==> config.mk <==
export PLATFORM = sky130hd
export DESIGN_NAME = sync_fifo2
export DESIGN_NICKNAME = d
export VERILOG_FILES = /design/src/rtl/sync_fifo2_pkg.sv /design/src/rtl/sync_fifo2_ram.sv /design/src/rtl/sync_fifo2.sv
export SDC_FILE = /design/constraint.sdc
export NUM_CORES = 2
export LEC_CHECK = 0
export CORE_MARGIN = 3
export CORE_UTILIZATION = 57
export DETAILED_ROUTE_END_ITERATION = 12
export DONT_BUFFER_PORTS = 1
export HOLD_SLACK_MARGIN = 0.12
export MAX_ROUTING_LAYER = met4
export PLACE_DENSITY = 0.75
export SLEW_MARGIN = 30
export SYNTH_ARGS = -nofsm -noshare
export SYNTH_HDL_FRONTEND = slang
export SYNTH_HIERARCHICAL = 1
export SYNTH_SLANG_ARGS = --single-unit
==> constraint.sdc <==
create_clock -name clk -period 2.75 [get_ports clk]
set_input_delay 0.55 -clock clk [delete_from_list [all_inputs] [get_ports clk]]
set_output_delay 0.55 -clock clk [all_outputs]
set_load 0.1 [all_outputs]
==> src/rtl/sync_fifo2_pkg.sv <==
// Shared FIFO definitions: read-mode encoding and flag-threshold helpers.
package sync_fifo2_pkg;

   // Read-side behaviour of the FIFO
   typedef enum logic {
      FIFO_STD  = 1'b0,   // registered read data, one cycle after rd_inc
      FIFO_FWFT = 1'b1    // head word visible whenever the FIFO is not empty
   } fifo_mode_e;

   // Default low-water mark for rd_almost_empty
   localparam int AEMPTY_DEFAULT = 4;

   // Default high-water mark for wr_almost_full: four words below depth
   function automatic int afull_default(input int addr_size);
      return (1 << addr_size) - 4;
   endfunction

   // Maps the integer FWFT parameter onto the mode enum
   function automatic fifo_mode_e fifo_mode(input int fwft);
      return (fwft != 0) ? FIFO_FWFT : FIFO_STD;
   endfunction

endpackage

==> src/rtl/sync_fifo2_ram.sv <==
// FIFO storage: DEPTH x DATA_SIZE, one synchronous write port, one
// asynchronous read port. Contents are never reset.
module sync_fifo_ram #(
   parameter int DATA_SIZE = 8,
   parameter int ADDR_SIZE = 8
) (
   input  logic                 clk,
   input  logic                 wr_en,
   input  logic [ADDR_SIZE-1:0] wr_addr,
   input  logic [DATA_SIZE-1:0] wr_data,
   input  logic [ADDR_SIZE-1:0] rd_addr,
   output logic [DATA_SIZE-1:0] rd_data
);

   localparam int DEPTH = 1 << ADDR_SIZE;

   logic [DATA_SIZE-1:0] mem [DEPTH];

   // Store the write word at the write address
   always_ff @(posedge clk) begin
      if (wr_en) begin
         mem[wr_addr] <= wr_data;
      end
   end

   assign rd_data = mem[rd_addr];

endmodule

==> src/rtl/sync_fifo2.sv <==
// Single-clock FIFO with registered flags/level, sticky overflow/underflow,
// synchronous flush and selectable standard or first-word-fall-through read.
module sync_fifo2
   import sync_fifo2_pkg::*;
#(
   parameter int DATA_SIZE     = 8,
   parameter int ADDR_SIZE     = 8,
   parameter int AFULL_THRESH  = afull_default(ADDR_SIZE),
   parameter int AEMPTY_THRESH = AEMPTY_DEFAULT,
   parameter int FWFT          = 0
) (
   input  logic                 clk,
   input  logic                 rst,
   input  logic                 flush,
   input  logic                 wr_inc,
   input  logic [DATA_SIZE-1:0] wr_data,
   input  logic                 rd_inc,
   output logic [DATA_SIZE-1:0] rd_data,
   output logic                 wr_full,
   output logic                 wr_almost_full,
   output logic                 rd_empty,
   output logic                 rd_almost_empty,
   output logic                 overflow,
   output logic                 underflow,
   output logic [ADDR_SIZE:0]   level
);

   localparam fifo_mode_e       MODE       = fifo_mode(FWFT);
   localparam logic [ADDR_SIZE:0] AFULL_LVL  = AFULL_THRESH[ADDR_SIZE:0];
   localparam logic [ADDR_SIZE:0] AEMPTY_LVL = AEMPTY_THRESH[ADDR_SIZE:0];
   localparam logic [ADDR_SIZE:0] ONE        = {{ADDR_SIZE{1'b0}}, 1'b1};

   logic [ADDR_SIZE:0]   wr_ptr, rd_ptr;
   logic [ADDR_SIZE:0]   wr_ptr_nxt, rd_ptr_nxt, level_nxt;
   logic                 wr_en, rd_en;
   logic                 overflow_nxt, underflow_nxt;
   logic [DATA_SIZE-1:0] head;

   // Accept/reject decisions and next pointer, level and sticky-flag values
   always_comb begin
      wr_en         = wr_inc && !wr_full  && !flush;
      rd_en         = rd_inc && !rd_empty && !flush;
      wr_ptr_nxt    = wr_ptr;
      rd_ptr_nxt    = rd_ptr;
      level_nxt     = level;
      overflow_nxt  = overflow;
      underflow_nxt = underflow;
      if (flush) begin
         wr_ptr_nxt    = '0;
         rd_ptr_nxt    = '0;
         level_nxt     = '0;
         overflow_nxt  = 1'b0;
         underflow_nxt = 1'b0;
      end else begin
         if (wr_en) wr_ptr_nxt = wr_ptr + ONE;
         if (rd_en) rd_ptr_nxt = rd_ptr + ONE;
         case ({wr_en, rd_en})
            2'b10:   level_nxt = level + ONE;
            2'b01:   level_nxt = level - ONE;
            default: level_nxt = level;
         endcase
         if (wr_inc && wr_full)  overflow_nxt  = 1'b1;
         if (rd_inc && rd_empty) underflow_nxt = 1'b1;
      end
   end

   // Pointers, level and all flags, registered from their next values
   always_ff @(posedge clk or posedge rst) begin
      if (rst) begin
         wr_ptr          <= '0;
         rd_ptr          <= '0;
         level           <= '0;
         wr_full         <= 1'b0;
         wr_almost_full  <= 1'b0;
         rd_empty        <= 1'b1;
         rd_almost_empty <= 1'b1;
         overflow        <= 1'b0;
         underflow       <= 1'b0;
      end else begin
         wr_ptr          <= wr_ptr_nxt;
         rd_ptr          <= rd_ptr_nxt;
         level           <= level_nxt;
         wr_full         <= (wr_ptr_nxt[ADDR_SIZE] != rd_ptr_nxt[ADDR_SIZE]) &&
                            (wr_ptr_nxt[ADDR_SIZE-1:0] == rd_ptr_nxt[ADDR_SIZE-1:0]);
         rd_empty        <= (wr_ptr_nxt == rd_ptr_nxt);
         wr_almost_full  <= (level_nxt >= AFULL_LVL);
         rd_almost_empty <= (level_nxt <= AEMPTY_LVL);
         overflow        <= overflow_nxt;
         underflow       <= underflow_nxt;
      end
   end

   sync_fifo_ram #(
      .DATA_SIZE (DATA_SIZE),
      .ADDR_SIZE (ADDR_SIZE)
   ) u_ram (
      .clk     (clk),
      .wr_en   (wr_en),
      .wr_addr (wr_ptr[ADDR_SIZE-1:0]),
      .wr_data (wr_data),
      .rd_addr (rd_ptr[ADDR_SIZE-1:0]),
      .rd_data (head)
   );

   if (MODE == FIFO_FWFT) begin : g_fwft
      // Head word shown directly; zero while empty so stale storage never leaks out
      assign rd_data = rd_empty ? '0 : head;
   end else begin : g_std
      logic [DATA_SIZE-1:0] rd_q;

      // Capture the head word on an accepted read, hold otherwise
      always_ff @(posedge clk or posedge rst) begin
         if (rst) begin
            rd_q <= '0;
         end else if (rd_en) begin
            rd_q <= head;
         end
      end

      assign rd_data = rd_q;
   end

endmodule

==> impl_metrics.env <==
export IMPL_status="finished, violations left"
export IMPL_violations="hold timing, setup timing"
export IMPL_drt_wl_total_um=214000
export IMPL_worst_r2r_endpoint="rd_data[5]"
export IMPL_drt_pass1_iterations=6
export IMPL_drc=0
export IMPL_syn_instance_count=4017
export IMPL_nets=4670
export IMPL_period_minus_slack_ps=3010
export IMPL_power_density_nw_per_um2=727
export IMPL_coreArea_um2=142000
export IMPL_cpPeakStageDelay_ps=610
export IMPL_irDropWorstVdd_v=0.000606
export IMPL_cp_buffers_inverters=4
export IMPL_holdPathStages=0
export IMPL_fmax_mhz=332
export IMPL_synthFlopType="edfxtp_1"
export IMPL_io_buffers=0
export IMPL_vias=44600
export IMPL_hold_viol=121
export IMPL_async_reset_ff_frac=0.0196
export IMPL_clkSinkCount=2089
export IMPL_path_common_cell="buf_12"
export IMPL_syn_area_um2=82000
export IMPL_slew_violations=0
export IMPL_rows=138
export IMPL_place_ws_ps=-865
export IMPL_antenna_found_initial=5
export IMPL_cts_htree_levels=4
export IMPL_p_leak_nw=30.7
export IMPL_cp_start_kind="flip-flop"
export IMPL_grt_max_degree=257
export IMPL_initialDrtViolationCount=6267
export IMPL_drv_cap=0
export IMPL_die_w_um=385
export IMPL_clk_latency_ps=830
export IMPL_fin_ws_ps=-259
export IMPL_synth_cell_types=82
export IMPL_r2r_slack_ps=-260
export IMPL_cp_cell_sequence="clkinv_1, buf_12, nor2_4, buf_12, buf_12, a22oi_1, a21oi_1, nor3_4, nor4_1, nand2_1, nand2_1"
export IMPL_ys_ff_latch=2089
export IMPL_r2r_start="rd_ptr[2]"
export IMPL_synth_seq_area_share=0.762
export IMPL_critPathTopFamily="simple AND/OR/NAND/NOR gates"
export IMPL_skew_ps=38.5
export IMPL_globalplace_congestion=0.916
export IMPL_crit_type="flip-flop to flip-flop"
export IMPL_critPathRequiredTime_ps=3510
export IMPL_wire_per_inst_um=31.9
export IMPL_slowest_stage="dfrtp_4"
export IMPL_hold_class="primary input to flip-flop"
export IMPL_min_to="u_ram/mem[31][7]"
export IMPL_power_total_mw=70.4
export IMPL_grt_pass1_vias=44700
export IMPL_io_pins=36
export IMPL_start_util=0.576
export IMPL_endpoint_kind="flip-flop"
export IMPL_hold_path_startpoint="wr_data[7]"
export IMPL_relSlewSlack=0.336
export IMPL_postRouteAntennaNets=0
export IMPL_syn_area_per_cell_um2=20.4
export IMPL_clk_pin_slew_ps=70
export IMPL_synth_nets=4034
export IMPL_cts_tree="built"
export IMPL_reg2reg_depth=11
export IMPL_setup_viol=8
export IMPL_grt_pass1_wl_um=310000
export IMPL_via_per_inst=6.64
export IMPL_yosys_warnings=6
export IMPL_cts_made_buffers=198
export IMPL_tightestPinTransition_ps=996
export IMPL_rsz0062_at_grt="yes"
export IMPL_period_share=1.09
export IMPL_cp_max_fo=16
export IMPL_post_route_util=0.681
export IMPL_die_h_um=385
export IMPL_dp_cells=6271
export IMPL_grtUsageTotal=0.300
export IMPL_final_layout_size_suffix_gt1_frac=0.330
export IMPL_cts_path_max_buffers=3
export IMPL_dp_hpwl_um=122000
export IMPL_finalNonFillerCells=6716
export IMPL_whs_ps=-162
export IMPL_cp_data_arrival_time_ps=3760
export IMPL_synth_edff_count=2048
export IMPL_cts_root_buf="clkbuf_16"
export IMPL_syn_to_final_growth_pct=18.1
export IMPL_dieArea_um2=148000
export IMPL_grt_ovfl_total=0
-- worst register-to-register path: cells and delay by family, from the launching register on --
kind | cells | cell delay [ps]
compound gates | 2 | 570
flops | 1 | 610
simple gates | 5 | 860
buf+inv | 4 | 890
-- per-layer routing --
metal | vias to the layer above | global-route usage | wire length, um
met4 | 0 | 0.109 | 9000
met1 | 22900 | 0.402 | 75300
met2 | 3051 | 0.464 | 105000
li1 | 18000 | - | -
met3 | 565 | 0.0635 | 25400
met5 | - | - | 0
-- timing repair --
item | in CTS | in global routing
cloned | 7 | 1
pin swaps | 35 | 39
buffers inserted | 26 | 24
hold buffers | 6 | 11
gates resized for setup | 141 | 70
endpoints found under the hold margin | 2112 | 1386
setup endpoints to repair | 11 | 12
-- cell usage after synthesis (24+ instances only) --
cell / n / area share
a21oi_1: 110 / 0.0067
a22oi_1: 134 / 0.012
buf_1: 24 / 0.0011
buf_2: 35 / 0.0021
buf_4: 28 / 0.0026
clkbuf_1: 119 / 0.0054
dfrtp_1: 39 / 0.012
edfxtp_1: 2048 / 0.75
mux2i_1: 138 / 0.017
mux4_2: 454 / 0.12
nand2_1: 70 / 0.0032
nand3_1: 42 / 0.0026
nor2_1: 304 / 0.014
nor2b_1: 37 / 0.0028
nor3_1: 31 / 0.0019
nor4_1: 27 / 0.0021
o221ai_1: 47 / 0.0050
o22ai_1: 29 / 0.0022
-- worst max-delay path by stage --
stage / startpoint / endpoint / slack [ps] / depth (start not counted)
6_report: rd_ptr[2] / rd_data[5] / -260 / 11
4_1_cts: rd_ptr[0] / rd_data[5] / -200 / 13
5_1_grt: rd_ptr[0] / rd_data[2] / -320 / 12
2_1_floorplan: rd_empty / rd_almost_empty / -140 / 11
3_5_place_dp: rd_ptr[0] / rd_data[0] / -860 / 11
3_3_place_gp: rd_ptr[0] / rd_data[0] / -860 / 11
-- through the flow --
stage	TNS [ps]	instance area [um2]
global route	-2150	96800
floorplan	-100780	82100
detailed placement	-5750	88200
global placement	-5740	88200
finish	-1540	96800
CTS	-1230	96000
-- state kept, by name, indices dropped and copies added, names as in the netlist --
signal and count:
rd_almost_empty 1, rd_empty 1, wr_almost_full 1, underflow 1, rd_ptr 9, u_ram/mem 2048, wr_full 1, rd_data 8
overflow 1, level 9, wr_ptr 9
-- layout make-up --
type                    instances  area (um2)
diodes                          3        7.51
clock buffers                 237        5230
clock inverters               133        1380
fillers                      8465       45400
inverters                      14        57.6
multi-input cells            1664       18800
flip-flops and latches       2089       62600
well taps                    1890        2360
repair buffers                686        6490
-- report_power, final --
| part | leakage (nW) | total [mW] | switching, mW | internal (mW) |
|---|---|---|---|---|
| clock network | 3.22 | 27.7 | 11.8 | 15.9 |
| logic | 8.51 | 7.47 | 3.96 | 3.51 |
| registers | 18.9 | 35.2 | 0.147 | 35.0 |
-- cell families (layout without fill, tap and decap cells) --
kind of cell,count (synthesis),in the layout,share of synthesized area
flops,2089,2089,0.762
simple gates,594,594,0.0338
xor+xnor,11,11,0.00117
other cells,0,3,0
buf+inv,264,1070,0.0195
fa+ha+maj,4,4,0.000610
mux,598,598,0.143
compound gates,457,457,0.0398
-- cells in the final DEF (no fill, tap or decap), types with 25 or more instances in the layout --
cell / n
o221ai_1: 43
nand3_1: 41
edfxtp_1: 2048
dfrtp_1: 32
o22ai_1: 29
nand2_1: 69
buf_12: 56
buf_4: 577
clkinv_2: 41
nor2b_1: 33
nor2_1: 298
mux2i_1: 134
clkinv_1: 41
clkbuf_16: 205
a22oi_1: 111
clkbuf_1: 33
a21oi_1: 89
bufinv_16: 25
mux4_2: 455
(Power assumes the default switching activity.)
